<file path="config.mk">
export PLATFORM = sky130hd
export DESIGN_NAME = fifo_frame_writer_flat
export DESIGN_NICKNAME = d
export VERILOG_FILES = /design/src/rtl/fifo_frame_writer_pkg.sv /design/src/rtl/fifo_frame_writer_if.sv /design/src/rtl/fifo_frame_writer_skid_buf.sv /design/src/rtl/fifo_frame_writer.sv /design/src/flat_wrapper.sv
export SDC_FILE = /design/constraint.sdc
export NUM_CORES = 1
export LEC_CHECK = 0
export ABC_CLOCK_PERIOD_IN_PS = 2900
export BUFFER_PORTS_ARGS = -buffer_cell sky130_fd_sc_hd__buf_2
export CORE_MARGIN = 4
export CORE_UTILIZATION = 45
export CTS_CLUSTER_SIZE = 20
export DETAILED_ROUTE_END_ITERATION = 7
export PLACE_DENSITY = 0.63
export SLEW_MARGIN = 5
export SYNTH_ARGS = -nofsm -noshare
export SYNTH_HDL_FRONTEND = slang
export SYNTH_SLANG_ARGS = --single-unit
</file>
<file path="constraint.sdc">
create_clock -name write_clk -period 2.9 [get_ports write_clk]
set_input_delay 0.145 -clock write_clk [delete_from_list [all_inputs] [get_ports write_clk]]
set_output_delay 0.145 -clock write_clk [all_outputs]
set_load 0.1 [all_outputs]
</file>
<file path="src/rtl/fifo_frame_writer_pkg.sv">
// Shared types, constants and the header builder for the FIFO frame writer.
// With FRAME_CHECKSUM_EN defined the state set gains TRAILER for the XOR checksum word.
package fifo_frame_pkg;

  localparam int SEQ_W = 8;
  localparam int HDR_W = 12;
  localparam logic [3:0] HDR_TAG_DEFAULT = 4'hA;

`ifdef FRAME_CHECKSUM_EN
  typedef enum logic [1:0] {IDLE, HEADER, PAYLOAD, TRAILER} frame_state_t;
`else
  typedef enum logic [1:0] {IDLE, HEADER, PAYLOAD} frame_state_t;
`endif

  function automatic logic [HDR_W-1:0] build_header(input logic [3:0] tag,
                                                    input logic [SEQ_W-1:0] seq);
    return {tag, seq};
  endfunction

endpackage

</file>
<file path="src/rtl/fifo_frame_writer_if.sv">
// Sample stream plus FIFO write-side bundle of the frame writer.
// master is the frame writer itself; slave is whoever drives samples and watches the FIFO side.
interface fifo_frame_writer_if #(parameter int DATASIZE = 12);

  logic                in_valid;
  logic [DATASIZE-1:0] in_data;
  logic                in_ready;
  logic                write_full;
  logic                write_enable;
  logic [DATASIZE-1:0] write_data;
  logic                frame_done;
  logic                busy;

  modport master (
    input  in_valid, in_data, write_full,
    output in_ready, write_enable, write_data, frame_done, busy
  );

  modport slave (
    output in_valid, in_data, write_full,
    input  in_ready, write_enable, write_data, frame_done, busy
  );

endinterface

</file>
<file path="src/rtl/fifo_frame_writer_skid_buf.sv">
// Two-entry valid/ready skid buffer feeding the frame writer; in_ready depends on registered state only.
// entry0 is always the oldest held sample.
module frame_skid_buf #(
  parameter int DATASIZE = 12
) (
  input  logic                write_clk,
  input  logic                read_reset_n,
  input  logic                in_valid,
  input  logic [DATASIZE-1:0] in_data,
  output logic                in_ready,
  output logic                out_valid,
  output logic [DATASIZE-1:0] out_data,
  input  logic                out_pop
);

  logic [DATASIZE-1:0] entry0;
  logic [DATASIZE-1:0] entry1;
  logic [1:0]          count;
  logic                alive;
  logic                push;
  logic                pop;

  // alive keeps in_ready low while reset is held and for the edge that releases it
  assign in_ready  = alive & (count != 2'd2);
  assign push      = in_valid & in_ready;
  assign pop       = out_pop & (count != 2'd0);
  assign out_valid = (count != 2'd0);
  assign out_data  = entry0;

  always_ff @(posedge write_clk or negedge read_reset_n) begin
    if (!read_reset_n) begin
      entry0 <= '0;
      entry1 <= '0;
      count  <= 2'd0;
      alive  <= 1'b0;
    end else begin
      alive <= 1'b1;
      case ({push, pop})
        2'b10: begin
          if (count == 2'd0) entry0 <= in_data;
          else               entry1 <= in_data;
          count <= count + 2'd1;
        end
        2'b01: begin
          entry0 <= entry1;
          count  <= count - 2'd1;
        end
        2'b11: begin
          if (count == 2'd1) begin
            entry0 <= in_data;
          end else begin
            entry0 <= entry1;
            entry1 <= in_data;
          end
        end
        default: ;
      endcase
    end
  end

endmodule

</file>
<file path="src/rtl/fifo_frame_writer.sv">
// Groups 12-bit samples into header + FRAME_LEN payload frames for the async FIFO write side.
// Optional FRAME_CHECKSUM_EN appends an XOR trailer word to every frame.
module fifo_frame_writer
  import fifo_frame_pkg::*;
#(
  parameter int         DATASIZE  = 12,
  parameter int         FRAME_LEN = 16,
  parameter logic [3:0] HDR_TAG   = HDR_TAG_DEFAULT
) (
  input  logic                 write_clk,
  input  logic                 read_reset_n,
  fifo_frame_writer_if.master  bus
);

  localparam int CNT_W = $clog2(FRAME_LEN + 1);
  localparam logic [CNT_W-1:0] LAST_CNT = CNT_W'(FRAME_LEN);

  frame_state_t        state;
  logic [SEQ_W-1:0]    seq;
  logic [CNT_W-1:0]    cnt;
  logic [CNT_W-1:0]    cnt_inc;
  logic                out_valid;
  logic                out_last;
  logic [DATASIZE-1:0] out_word;
  logic                skid_valid;
  logic [DATASIZE-1:0] skid_data;
  logic                load_ok;
  logic                payload_pop;
`ifdef FRAME_CHECKSUM_EN
  logic [DATASIZE-1:0] csum;
`endif

  frame_skid_buf #(.DATASIZE(DATASIZE)) u_skid (
    .write_clk    (write_clk),
    .read_reset_n (read_reset_n),
    .in_valid     (bus.in_valid),
    .in_data      (bus.in_data),
    .in_ready     (bus.in_ready),
    .out_valid    (skid_valid),
    .out_data     (skid_data),
    .out_pop      (payload_pop)
  );

  // The output register may reload when empty or when its word leaves this cycle
  always_comb begin
    load_ok     = ~out_valid | ~bus.write_full;
    payload_pop = load_ok & skid_valid & ((state == HEADER) | (state == PAYLOAD));
    cnt_inc     = cnt + 1'b1;
  end

  assign bus.write_enable = out_valid & ~bus.write_full;
  assign bus.write_data   = out_word;
  assign bus.frame_done   = bus.write_enable & out_last;
  assign bus.busy         = (state != IDLE) | out_valid | skid_valid;

  always_ff @(posedge write_clk or negedge read_reset_n) begin
    if (!read_reset_n) begin
      state     <= IDLE;
      seq       <= '0;
      cnt       <= '0;
      out_valid <= 1'b0;
      out_last  <= 1'b0;
      out_word  <= '0;
`ifdef FRAME_CHECKSUM_EN
      csum      <= '0;
`endif
    end else begin
      if (load_ok) begin
        out_valid <= 1'b0;
        out_last  <= 1'b0;
      end
      case (state)
        IDLE: begin
          if (load_ok && skid_valid) begin
            out_valid <= 1'b1;
            out_word  <= DATASIZE'(build_header(HDR_TAG, seq));
            state     <= HEADER;
`ifdef FRAME_CHECKSUM_EN
            csum      <= '0;
`endif
          end
        end
        HEADER, PAYLOAD: begin
          if (payload_pop) begin
            out_valid <= 1'b1;
            out_word  <= skid_data;
`ifdef FRAME_CHECKSUM_EN
            csum      <= csum ^ skid_data;
`endif
            if (cnt_inc == LAST_CNT) begin
              cnt <= '0;
`ifdef FRAME_CHECKSUM_EN
              state    <= TRAILER;
`else
              state    <= IDLE;
              seq      <= seq + 1'b1;
              out_last <= 1'b1;
`endif
            end else begin
              cnt   <= cnt_inc;
              state <= PAYLOAD;
            end
          end
        end
`ifdef FRAME_CHECKSUM_EN
        TRAILER: begin
          if (load_ok) begin
            out_valid <= 1'b1;
            out_word  <= csum;
            out_last  <= 1'b1;
            seq       <= seq + 1'b1;
            state     <= IDLE;
          end
        end
`endif
        default: state <= IDLE;
      endcase
    end
  end

endmodule
</file>
<file path="src/flat_wrapper.sv">
// flat-port wrapper written by rule: the top's interface ports become plain ports
module fifo_frame_writer_flat import fifo_frame_pkg::*;
#(
  parameter int         DATASIZE  = 12,
  parameter int         FRAME_LEN = 16,
  parameter logic [3:0] HDR_TAG   = HDR_TAG_DEFAULT
)
  (write_clk, read_reset_n, bus_in_valid, bus_in_data, bus_write_full, bus_in_ready, bus_write_enable, bus_write_data, bus_frame_done, bus_busy);
  fifo_frame_writer_if #(.DATASIZE(DATASIZE)) bus_i ();
  input  logic write_clk;
  input  logic read_reset_n;
  input wire logic [$bits(bus_i.in_valid)-1:0] bus_in_valid;
  input wire logic [$bits(bus_i.in_data)-1:0] bus_in_data;
  input wire logic [$bits(bus_i.write_full)-1:0] bus_write_full;
  output wire logic [$bits(bus_i.in_ready)-1:0] bus_in_ready;
  output wire logic [$bits(bus_i.write_enable)-1:0] bus_write_enable;
  output wire logic [$bits(bus_i.write_data)-1:0] bus_write_data;
  output wire logic [$bits(bus_i.frame_done)-1:0] bus_frame_done;
  output wire logic [$bits(bus_i.busy)-1:0] bus_busy;
  assign bus_i.in_valid = bus_in_valid;
  assign bus_i.in_data = bus_in_data;
  assign bus_i.write_full = bus_write_full;
  assign bus_in_ready = bus_i.in_ready;
  assign bus_write_enable = bus_i.write_enable;
  assign bus_write_data = bus_i.write_data;
  assign bus_frame_done = bus_i.frame_done;
  assign bus_busy = bus_i.busy;
  fifo_frame_writer #(.DATASIZE(DATASIZE), .FRAME_LEN(FRAME_LEN), .HDR_TAG(HDR_TAG)) u_core (.write_clk(write_clk), .read_reset_n(read_reset_n), .bus(bus_i));
endmodule
</file>
==> results_dict.tcl, run 1 <==
set metrics [dict create \
    design_power_total_mw 3.43 \
    crit_arrival_ps 2800 \
    max_slew_margin 0.569 \
    die_area_um2 7140 \
    worst-slew-pin-transition_ps 646 \
    cts.clk_slew.worst_paths_ps 100 \
    cts.htree.levels 2 \
    leakage_nw 1.43 \
    syn_nets 258 \
    internal-power_mw 1.81 \
    antennaDiodeCount 0 \
    synth.avg_cell_area_um2 11.4 \
    grt.met1_usage 0.213 \
    io_buffers 31 \
    met2_usage 0.247 \
    crit_path_end_kind "flop" \
    pin_count 32 \
    fin_crit_sh 0.887 \
    grt_max_degree 32 \
    cp_max_fo 12 \
    met3_usage 0.0353 \
    fmax_mhz 389 \
    final_common_cell "dfrtp_1" \
    yosysUniqueCellTypes 39 \
    comb_power_share 0.504 \
    final_cell_count_no_fill 339 \
    cp-start-kind "flop" \
    grt_pass1_wl_mm 8.88 \
    busiest_layer "met2" \
    holdPathStages 2 \
    synthFlopType "dfrtp_1" \
    synth_warnings 0 \
    clock_latency_ps 310 \
    ys_seq_elements 56 \
    rows 27 \
    cts_made_buffers 5 \
    period_needed_ps 2570 \
    clockBufferDepth 2 \
    rsz0062_at_grt "no" \
    reg2reg_depth 10 \
    cellPowerDensity_nw_per_um2 1150 \
    fin_skew_ps 3.36 \
    ant_nets 0 \
    cp_cell_sequence "inv_1, ha_1, a21oi_4, nand2_2, inv_1, ha_1, nor2b_1, o211a_1, a22oi_1, o21ai_0" \
    vias 1736 \
    rr_startpoint "u_core.u_skid.count[0]$_DFFE_PN0P_" \
    ir_drop_v 0.000502 \
    cp_slowest_stage_delay_ps 400 \
    design.core.area_um2 5570 \
    overflow 0 \
    cts_root_buffer "clkbuf_8" \
    grt_pass1_vias 1828 \
    r2r_slack_ps 330 \
    dp_hpwl_mm 3.67 \
    crit_type "flop to flop" \
    drive_gt1_frac 0.251 \
    cts_tree "done" \
    vias_per_cell 5.12 \
    hold_viol 0 \
    wl_mm 5.00 \
    syn-cell-area_um2 2630 \
    antenna_found_initial 0 \
    wl_per_cell_um 14.7 \
    pwr-share-seq 0.374 \
    seq_area_frac_synth 0.532 \
    syn_inst 230 \
    drc_errors 0 \
    utilization 0.534 \
    dp.cells 330 \
    maxCapViolCount 0 \
    synthArstFlopShare 1.00 \
    switching_share 0.471 \
    setup_violations 0 \
    cp.required_ps 3130 \
    die_height_um 84.5 \
    hp-class "input port to flop" \
    start_util 0.472 \
    die_w_um 84.5 \
    fin_tns_setup_ps 0 \
    track_usage 0.154 \
    layout_common_cells "dfrtp_1 (56), nand2_1 (35), buf_2 (31), o21ai_0 (26), mux2_2 (14)" \
    area_delta_synth_final_pct 13.1 \
    drv_slew 0 \
    clock_sink_count 56 \
    gp_congestion 0.793 \
    holdPathEnd "u_core.u_skid.entry1[6]$_DFFE_PN0P_" \
    netSwitchingPower_mw 1.61 \
    crit_slowest_cell "dfrtp_1" \
    p_clk_frac 0.123 \
    num-nets-final 294 \
    status "finished, final reports clean" \
    hp-start "bus_in_data[6]" \
    dr.pass1.iters 4 \
    drtIter0Drc 109 \
    worstReg2RegEnd "u_core.u_skid.out_data[2]$_DFFE_PN0P_" \
    synth-edff-count 0 \
]
-- cells in the mapped netlist, drive strengths merged (2+ instances only) --
| cell type | n | area, µm² |
|---|---|---|
| mux2 | 14 | 158 |
| nor3b | 2 | 15.0 |
| nand2 | 36 | 138 |
| xor2 | 7 | 61.3 |
| dfrtp | 56 | 1400 |
| nor4 | 3 | 31.3 |
| nor2b | 5 | 38.8 |
| buf | 6 | 32.5 |
| a32oi | 2 | 36.3 |
| xnor2 | 4 | 35.0 |
| nor2 | 7 | 26.3 |
| o21ai | 26 | 130 |
| a22oi | 11 | 82.6 |
| nand4 | 3 | 33.8 |
| a21oi | 3 | 26.3 |
| clkbuf | 2 | 7.51 |
| a22o | 2 | 17.5 |
| o32a | 2 | 20.0 |
| mux2i | 8 | 80.1 |
| ha | 12 | 150 |
| inv | 6 | 22.5 |
| nand3 | 3 | 15.0 |
-- flip-flops by register name, indices dropped and copies added (netlist names), named ones only --
name / cells
u_core.bus.write_data: 12
u_core.cnt: 5
u_core.out_last: 1
u_core.seq: 8
u_core.state: 2
u_core.u_skid.alive: 1
u_core.u_skid.count: 2
u_core.u_skid.entry1: 12
u_core.u_skid.out_data: 12
-- power groups by stage --
stage / combinational [mW] / clock [mW] / sequential, mW
floorplan: 1.08 / 0 / 1.60
global placement: 1.71 / 0 / 1.29
detailed placement: 1.75 / 0 / 1.30
CTS: 1.76 / 0.444 / 1.28
global route: 1.91 / 0.484 / 1.32
finish: 1.73 / 0.421 / 1.28
-- worst max-delay path by stage --
stage	to	cells after the start	start	slack, ps
detailed placement	u_core.u_skid.out_data[0]$_DFFE_PN0P_	10	u_core.u_skid.count[0]$_DFFE_PN0P_	340
CTS	u_core.u_skid.out_data[0]$_DFFE_PN0P_	10	u_core.u_skid.count[0]$_DFFE_PN0P_	320
global route	u_core.u_skid.out_data[0]$_DFFE_PN0P_	10	u_core.u_skid.count[0]$_DFFE_PN0P_	30
global placement	u_core.u_skid.out_data[2]$_DFFE_PN0P_	10	u_core.u_skid.count[0]$_DFFE_PN0P_	490
finish	u_core.u_skid.out_data[2]$_DFFE_PN0P_	10	u_core.u_skid.count[0]$_DFFE_PN0P_	330
floorplan	bus_frame_done	2	flop	40
-- stage by stage --
step	cell area, µm²	hold slack [ps]	setup slack (ps)
global placement	2880	8.25	488
global route	2980	59.9	27.7
floorplan	2640	-151	38.2
detailed placement	2880	6.33	343
CTS	2980	63.3	316
finish	2980	77.8	328
-- what timing repair did --
| action | CTS | global route |
|---|---|---|
| resized for setup | 0 | 0 |
| endpoints found under the hold margin | 25 | 0 |
| setup buffers | 0 | 0 |
| hold buffers | 1 | 0 |
-- layout make-up --
cell class / count / area [µm²]
fill: 522 / 2600
sequential: 56 / 1400
multi-input combinational: 160 / 1170
timing repair buffer: 37 / 203
tap: 72 / 90.1
clock buffer: 6 / 72.6
inverter: 6 / 22.5
clock inverter: 2 / 16.3
-- logic make-up after synthesis --
family,share of synthesized area
AO/OA/AOI/OAI,0.136
XOR/XNOR,0.0366
adder cells (fa/ha/maj),0.0570
buffers and inverters,0.0238
flip-flops,0.532
multiplexers,0.0903
other,0.00142
AND/OR/NAND/NOR,0.123
-- layer usage --
| metal | vias to the layer above | share of wire |
|---|---|---|
| met4 | 0 | 0.013 |
| li1 | 879 | - |
| met3 | 6 | 0.034 |
| met2 | 27 | 0.45 |
| met1 | 824 | 0.50 |
| met5 | - | 0 |
-- worst max-delay path: cells and delay by family (launching register included) --
kind / cells / cell delay (ps)
compound gates: 4 / 990
fa+ha+maj: 2 / 500
flops: 1 / 400
simple gates: 2 / 330
buf+inv: 2 / 280
No activity file was read; power rests on OpenSTA's default activity.
==> run 2, diff against run 1 <==
ABC_CLOCK_PERIOD_IN_PS = unset   (was 2900)
BUFFER_PORTS_ARGS = -buffer_cell sky130_fd_sc_hd__buf_4   (was -buffer_cell sky130_fd_sc_hd__buf_2)
GPL_TIMING_DRIVEN = 1   (was unset)
==> results_dict.tcl, run 2 (same netlist as run 1, synthesis figures left out) <==
set metrics [dict create \
    status "finished, final reports clean" \
    drv_slew 0 \
    cts_root_buffer "clkbuf_8" \
    drive_gt1_frac 0.246 \
    hold_viol 0 \
    cts.htree.levels 2 \
    die_area_um2 7140 \
    cp-start-kind "flop" \
    max_slew_margin 0.525 \
    final_cell_count_no_fill 336 \
    dp_hpwl_mm 3.56 \
    grt_pass1_vias 1732 \
    pin_count 32 \
    fmax_mhz 394 \
    ir_drop_v 0.000496 \
    holdPathStages 2 \
    track_usage 0.151 \
    cp_cell_sequence "inv_1, ha_1, a21oi_4, nand2_2, inv_1, ha_1, nand2_1, o211ai_1, buf_4, mux2_2" \
    leakage_nw 1.46 \
    drtIter0Drc 95 \
    die_w_um 84.5 \
    die_height_um 84.5 \
    worstReg2RegEnd "u_core.u_skid.entry1[9]$_DFFE_PN0P_" \
    area_delta_synth_final_pct 17.0 \
    grt_max_degree 57 \
    pre_cts_slack_ps 350 \
    cellPowerDensity_nw_per_um2 1180 \
    cts_made_buffers 5 \
    clock_sink_count 56 \
    start_util 0.472 \
    rsz0062_at_grt "no" \
    cp.required_ps 3090 \
    dr.pass1.iters 4 \
    crit_type "flop to flop" \
    cts_tree "done" \
    fin_skew_ps 9.26 \
    gp_congestion 0.793 \
    reg2reg_depth 10 \
    clockBufferDepth 2 \
    cp_slowest_stage_delay_ps 390 \
    vias 1740 \
    regArea_um2 1400 \
    final_common_cell "dfrtp_1" \
    worst-slew-pin-transition_ps 712 \
    period_needed_ps 2540 \
    crit_start "u_core.u_skid.count[0]$_DFFE_PN0P_" \
    overflow 0 \
    layout_common_cells "dfrtp_1 (56), nand2_1 (35), buf_4 (34), o21ai_0 (26), mux2_2 (14)" \
    setup_violations 0 \
    drc_errors 0 \
    post_cts_buffers 0 \
    maxCapViolCount 0 \
    fin_crit_sh 0.875 \
    design.core.area_um2 5570 \
    rr_startpoint "u_core.u_skid.count[0]$_DFFE_PN0P_" \
    cts.repair.resized 0 \
    design_power_total_mw 3.62 \
    nFillCells 501 \
    io_buffers 31 \
    grt_pass1_wl_mm 8.80 \
    wl_per_cell_um 14.9 \
    fin_tns_setup_ps 0 \
    clock_latency_ps 300 \
    rows 27 \
    wl_mm 5.00 \
    r2r_slack_ps 360 \
    crit_path_end_kind "flop" \
    vias_per_cell 5.18 \
    cts.clk_slew.worst_paths_ps 90 \
    antennaDiodeCount 0 \
    multi_input_area_um2 1170 \
    cp_max_fo 12 \
    num-nets-final 292 \
    dp.cells 328 \
    hp-class "input port to flop" \
    cp-endpoint "u_core.u_skid.entry1[9]$_DFFE_PN0P_" \
    worst_slack_ps 364 \
    hold_buffers 1 \
    ant_nets 0 \
    antenna_found_initial 0 \
    crit_arrival_ps 2720 \
    crit_slowest_cell "dfrtp_1" \
]
==> run 2: cell types whose count changed in the layout (fill, tap and decap cells not counted) <==
cell / before / now
clkbuf_1: 1 / 0
buf_2: 31 / 0
clkinvlp_4: 1 / 0
bufinv_16: 0 / 2
buf_4: 5 / 34
clkinv_4: 1 / 0
==> run 2: metal layers <==
layer | GRT usage | vias to the layer above | part of all wire
met4 | 0.0345 | 0 | 0.0084
met2 | 0.238 | 24 | 0.48
met5 | 0 | - | 0
li1 | - | 874 | -
met3 | 0.0265 | 4 | 0.038
met1 | 0.218 | 838 | 0.48
==> run 2: layout make-up <==
cell class / count / area share
multi-input cells: 160 / 0.380
repair buffers: 35 / 0.0861
flip-flops and latches: 56 / 0.455
well taps: 72 / 0.0293
clock inverters: 2 / 0.0195
inverters: 6 / 0.00731
clock buffers: 5 / 0.0223
==> run 2: power by group <==
| group | switching, mW | internal, mW |
|---|---|---|
| Combinational | 1.15 | 0.607 |
| Sequential | 0.214 | 1.07 |
| Clock | 0.238 | 0.340 |
==> run 2: worst min path at each step <==
stage / start / endpoint / slack [ps]
2_1_floorplan: read_reset_n / asynchronous set/reset pin / -150
3_3_place_gp: read_reset_n / u_core.out_last$_DFF_PN0_ / 250
3_5_place_dp: read_reset_n / u_core.bus.write_data[0]$_DFFE_PN0P_ / 250
4_1_cts: bus_in_data[6] / u_core.u_skid.entry1[6]$_DFFE_PN0P_ / 70
5_1_grt: bus_in_data[5] / u_core.u_skid.entry1[5]$_DFFE_PN0P_ / 70
6_report: bus_in_data[6] / u_core.u_skid.entry1[6]$_DFFE_PN0P_ / 80
==> run 2: worst max-delay path, delay by kind of cell, from the launching register on <==
kind                     cells  cell delay (ps)
AO/OA/AOI/OAI                2              390
adder cells (fa/ha/maj)      2              500
buffers and inverters        3              530
flip-flops                   1              390
multiplexers                 1              350
AND/OR/NAND/NOR              2              260
==> run 2: through the flow <==
| stage | util | hold slack [ps] | cell area [µm²] |
|---|---|---|---|
| final | 0.552 | 81.6 | 3080 |
| after global routing | 0.552 | 65.3 | 3080 |
| after CTS | 0.552 | 74.4 | 3080 |
| after detailed placement | 0.527 | 248 | 2940 |
| after global placement | 0.527 | 246 | 2940 |
| after floorplan | - | -151 | 2640 |
